File: src/rtl/aap_isa_pkg.sv
// Shared AAP instruction-set definitions: encoder FSM states, parcel field
// positions and the short-form register limit. Also used by the decoder.
package aap_isa_pkg;

    typedef enum logic [1:0] {
        IDLE    = 2'd0,
        SHORT   = 2'd1,
        LONG_LO = 2'd2,
        LONG_HI = 2'd3
    } enc_state_t;

    localparam int unsigned PARCEL_BITS = 16;
    localparam int unsigned OPC_BITS    = 6;
    localparam int unsigned FLD_BITS    = 3;

    localparam int unsigned FORM_BIT = 15;
    localparam int unsigned OPC_MSB  = 14;
    localparam int unsigned OPC_LSB  = 9;
    localparam int unsigned DST_MSB  = 8;
    localparam int unsigned DST_LSB  = 6;
    localparam int unsigned SR1_MSB  = 5;
    localparam int unsigned SR1_LSB  = 3;
    localparam int unsigned SR2_MSB  = 2;
    localparam int unsigned SR2_LSB  = 0;

    // Largest register index encodable in a short (single-parcel) instruction.
    localparam int unsigned SHORT_LIMIT = 7;

endpackage

File: src/rtl/aap_parcel_pack.sv
// Combinational parcel packer: builds a short/long-lo parcel from field low
// bits, or a long-hi parcel from field high bits when hi=1.
module aap_parcel_pack
    import aap_isa_pkg::*;
#(
    parameter int unsigned REG_W = 6
) (
    input  logic [OPC_BITS-1:0]    opcode,
    input  logic [REG_W-1:0]       dest,
    input  logic [REG_W-1:0]       src1,
    input  logic [REG_W-1:0]       src2,
    input  logic                   long_form,
    input  logic                   hi,
    output logic [PARCEL_BITS-1:0] parcel
);

    always_comb begin
        parcel = '0;
        if (hi) begin
            parcel[DST_MSB:DST_LSB] = dest[2*FLD_BITS-1:FLD_BITS];
            parcel[SR1_MSB:SR1_LSB] = src1[2*FLD_BITS-1:FLD_BITS];
            parcel[SR2_MSB:SR2_LSB] = src2[2*FLD_BITS-1:FLD_BITS];
        end else begin
            parcel[FORM_BIT]        = long_form;
            parcel[OPC_MSB:OPC_LSB] = opcode;
            parcel[DST_MSB:DST_LSB] = dest[FLD_BITS-1:0];
            parcel[SR1_MSB:SR1_LSB] = src1[FLD_BITS-1:0];
            parcel[SR2_MSB:SR2_LSB] = src2[FLD_BITS-1:0];
        end
    end

endmodule

File: src/rtl/aap_instr_encoder.sv
// AAP instruction encoder: emits one 16-bit parcel (short) or two (long).
// Optional completion counters enabled by macro AAP_INSTR_ENCODER_STATS_EN.
module aap_instr_encoder
    import aap_isa_pkg::*;
#(
    parameter int unsigned PARCEL_W = 16,
    parameter int unsigned REG_W    = 6
) (
    input  logic                clk,
    input  logic                rst,
    input  logic                in_valid,
    output logic                in_ready,
    input  logic [5:0]          in_opcode,
    input  logic [REG_W-1:0]    in_dest,
    input  logic [REG_W-1:0]    in_src1,
    input  logic [REG_W-1:0]    in_src2,
    input  logic                in_force_long,
    output logic                out_valid,
    input  logic                out_ready,
    output logic [PARCEL_W-1:0] out_parcel,
    output logic                out_last
`ifdef AAP_INSTR_ENCODER_STATS_EN
    ,
    output logic [15:0]         stat_short_cnt,
    output logic [15:0]         stat_long_cnt
`endif
);

    enc_state_t       state;
    logic [REG_W-1:0] dest_q;
    logic [REG_W-1:0] src1_q;
    logic [REG_W-1:0] src2_q;

    logic                   in_hs;
    logic                   out_hs;
    logic                   in_long;
    logic                   pack_hi;
    logic [REG_W-1:0]       pack_dest;
    logic [REG_W-1:0]       pack_src1;
    logic [REG_W-1:0]       pack_src2;
    logic [PARCEL_BITS-1:0] packed_parcel;

    always_comb begin
        in_ready = ~rst & ((state == IDLE) |
                           (((state == SHORT) | (state == LONG_HI)) & out_ready));
        in_hs    = in_valid & in_ready;
        out_hs   = out_valid & out_ready;
        in_long  = in_force_long |
                   (in_dest > REG_W'(SHORT_LIMIT)) |
                   (in_src1 > REG_W'(SHORT_LIMIT)) |
                   (in_src2 > REG_W'(SHORT_LIMIT));
    end

    // One packer serves both uses: live inputs for a first parcel, captured
    // fields for the hi parcel (only needed while sitting in LONG_LO).
    always_comb begin
        pack_hi   = (state == LONG_LO);
        pack_dest = pack_hi ? dest_q : in_dest;
        pack_src1 = pack_hi ? src1_q : in_src1;
        pack_src2 = pack_hi ? src2_q : in_src2;
    end

    aap_parcel_pack #(
        .REG_W (REG_W)
    ) u_pack (
        .opcode    (in_opcode),
        .dest      (pack_dest),
        .src1      (pack_src1),
        .src2      (pack_src2),
        .long_form (in_long),
        .hi        (pack_hi),
        .parcel    (packed_parcel)
    );

    always_ff @(posedge clk) begin
        if (rst) begin
            state      <= IDLE;
            out_valid  <= 1'b0;
            out_parcel <= '0;
            out_last   <= 1'b0;
            dest_q     <= '0;
            src1_q     <= '0;
            src2_q     <= '0;
        end else begin
            case (state)
                LONG_LO: begin
                    if (out_hs) begin
                        state      <= LONG_HI;
                        out_parcel <= PARCEL_W'(packed_parcel);
                        out_last   <= 1'b1;
                    end
                end
                default: begin
                    // in_hs outside IDLE already implies out_hs (in_ready needs out_ready)
                    if (in_hs) begin
                        state      <= in_long ? LONG_LO : SHORT;
                        out_valid  <= 1'b1;
                        out_parcel <= PARCEL_W'(packed_parcel);
                        out_last   <= ~in_long;
                        dest_q     <= in_dest;
                        src1_q     <= in_src1;
                        src2_q     <= in_src2;
                    end else if ((state != IDLE) && out_hs) begin
                        state     <= IDLE;
                        out_valid <= 1'b0;
                        out_last  <= 1'b0;
                    end
                end
            endcase
        end
    end

`ifdef AAP_INSTR_ENCODER_STATS_EN
    always_ff @(posedge clk) begin
        if (rst) begin
            stat_short_cnt <= '0;
            stat_long_cnt  <= '0;
        end else if (out_hs && out_last) begin
            if (state == SHORT) begin
                if (stat_short_cnt != 16'hFFFF) stat_short_cnt <= stat_short_cnt + 16'd1;
            end else begin
                if (stat_long_cnt != 16'hFFFF) stat_long_cnt <= stat_long_cnt + 16'd1;
            end
        end
    end
`endif

endmodule
File: config.mk
export PLATFORM = sky130hd
export DESIGN_NAME = aap_instr_encoder
export DESIGN_NICKNAME = d
export VERILOG_FILES = /design/src/rtl/aap_isa_pkg.sv /design/src/rtl/aap_parcel_pack.sv /design/src/rtl/aap_instr_encoder.sv
export SDC_FILE = /design/constraint.sdc
export NUM_CORES = 1
export LEC_CHECK = 0
export CORE_MARGIN = 3
export CORE_UTILIZATION = 52
export DETAILED_ROUTE_END_ITERATION = 16
export GPL_TIMING_DRIVEN = 0
export PLACE_DENSITY_LB_ADDON = 0.12
export REMOVE_ABC_BUFFERS = 1
export SETUP_SLACK_MARGIN = 0.1
export SYNTH_ARGS = -nofsm -noshare
export SYNTH_HDL_FRONTEND = slang
export SYNTH_HIERARCHICAL = 1
export SYNTH_SLANG_ARGS = --single-unit
File: constraint.sdc
create_clock -name clk -period 4.83 [get_ports clk]
set_input_delay 1.449 -clock clk [delete_from_list [all_inputs] [get_ports clk]]
set_output_delay 1.449 -clock clk [all_outputs]
set_load 0.02 [all_outputs]
==> flow_summary.toml <==
[status]
status = "finished, final reports clean"

[power_and_ir_drop]
vdd_drop_max_v = 0.000189
p_leak_uw = 0.000872
p_per_area_nw_per_um2 = 296

[finish]
antenna_cells = 0
n_fill_cell = 270
mostFrequentLayoutCells = "46 x clkdlybuf4s50_1, 39 x nand2_1, 37 x dfxtp_1"
area_delta_synth_final_pct = 27.0
layout-drive-gt1-share_pct = 19.1
final_util_pct = 72.2
nets = 264
final_common_cell = "clkdlybuf4s50_1"
final_area_um2 = 2310

[sta]
slew_violations = 0
finalClockSkew_ns = 0.00394
setup_tns_ns = 0
fin_crit_ns = 4.28
holdWs_ns = 0.461
report.final.setup_viol = 0
max_slew.worst_pin.slew_ns = 1.10
grt_setup_unrepaired = "no"
finalHoldViolations = 0
max_freq_mhz = 234
max_slew_margin_pct = 27.0
fin_crit_sh_pct = 88.6

[route]
drc = 0
dr_total_vias = 1476
finalWirelength_um = 3870
viasPerCell = 5.29
routedWlPerCell_um = 13.9
antenna_left = 0
first_pass_iters = 4
first_iter_violations = 73

[clock_network]
cts_buffers = 5
max-clock-path-buffers = 2
cts_tree = "yes"
clockRootBuffer = "clkbuf_4"
clk_pin_slew_ns = 0.10
cts_setup_buffers = 0
cts.sinks = 37
htreeDepth = 2
hold_buffers = 0
clk_latency_ns = 0.33
ctsResizeCount = 0

[min_path]
hold_class = "reg -> reg"
whs_path_depth = 2

[synth]
synth_area_leaders = "dfxtp_1 41%, mux2_2 15%, mux2i_1 8.8%"
synthAdderAreaFrac_pct = 0
ys_ff_latch = 37
yosys.area_share.simple_pct = 19.2
synth_edf_count = 0
synth.area.mux_share_pct = 26.1
seq_area_frac_synth_pct = 40.7
synth_top_family_by_area = "multiplexers"
yosys_most_used_dff = "dfxtp_1"
synth_area_per_cell_um2 = 9.43
synthArstFlopShare_pct = 0
syn-instance-count = 193
synth_top_area_share_pct = 40.7
netlist_area_um2 = 1820
synthDistinctLibCells = 29
synth_top_cell_by_area = "dfxtp_1"
yosys_warnings = 6
synth-xor-area-share_pct = 0
synth_compound_area_share_pct = 8.38

[worst_setup_path]
end_kind = "output port"
worstPathRequired_ns = 3.38
crit_path_start_kind = "primary input"
ff2ff_path_depth = 5
cp.arrival_ns = 2.83
critical_path.max_fanout = 4
critPathKind = "in -> out"

[floorplanning]
core_area_um2 = 3200
initial_core_util_pct = 56.8
die_w_um = 65.2
dieArea_um2 = 4250
rows = 20
ioPinCount = 48
die_h_um = 65.2

[global_routing]
grt_pass1_wl_um = 6430
grtUsageMet1_pct = 21.5
use_met3_pct = 5.13
grt_pass1_vias = 1447
busiest_layer = "met2"
grt_usage_pct = 19.4
grt_max_degree = 40
met2_usage_pct = 35.5
grt_overflow = 0
grt_antenna_before_repair = 0

[flow_run]
maxCapViolCount = 0

[place]
dp_hpwl_um = 2750
post_dp_cell_area_um2 = 2250
io_buffers = 47
place_congestion = 0.798
[metrics by stage]
stage / cells / power, uW / setup WS (ns)
floorplan: 181 / 453 / 1.51
global placement: 272 / 518 / 0.140
detailed placement: 272 / 525 / 0.113
CTS: 279 / 690 / 0.118
global route: 279 / 718 / 0.481
finish: 279 / 683 / 0.551
[sequential cells by signal, summed over array words and instances (netlist names)]
register	cells
out_parcel	16
dest_q	6
src1_q	6
src2_q	6
out_last	1
out_valid	1
state	1
[synth_stat cells (2+ instances only)]
cell type and instances:
mux2_4 3, o21ai_0 19, nand2_1 39, mux2i_1 16, and2b_2 7, dfxtp_1 37, clkbuf_1 4, or4_1 2
mux2_2 24, inv_1 2, a21oi_1 2, buf_2 3, buf_4 2, nor2_1 18
[power by group]
group          switching, uW  internal, uW
Combinational           78.0          95.6
Sequential              13.3           330
Clock                   97.2          68.8
Total                    189           495
[critical path: stages]
cell and delay (ns):
clkdlybuf4s50_1 0.52, nand2_1 0.09, a21oi_1 0.13, clkdlybuf4s50_1 0.63
[logic make-up (layout without fill, tap and decap cells)]
family	after synthesis	after routing
multiplexers	43	43
AND/OR/NAND/NOR	73	73
flip-flops	37	37
buffers and inverters	15	57
AO/OA/AOI/OAI	25	25
[area by class of cell]
class / instances / area, um^2 / share of cell area [%]
flip-flops and latches: 37 / 741 / 32.0
clock buffers: 7 / 55.1 / 2.38
inverters: 3 / 11.3 / 0.487
repair buffers: 47 / 473 / 20.5
multi-input cells: 141 / 977 / 42.3
well taps: 44 / 55.1 / 2.38
[final timing paths]
check        slack [ns]      start       endpoint
max reg2reg        2.10   out_last  out_parcel[7]
min reg2reg        0.46  src2_q[0]      src2_q[0]
min                0.46  src2_q[0]      src2_q[0]
max                0.55  out_ready       in_ready
[metal layers]
layer	routed length [um]	share of wire, %	vias to the layer above
met5	0	0	-
met4	38	0.98	0
met2	1970	51	41
met3	225	5.8	4
met1	1640	42	695
li1	-	-	736
Note: power is estimated with default switching activity, not from simulation.
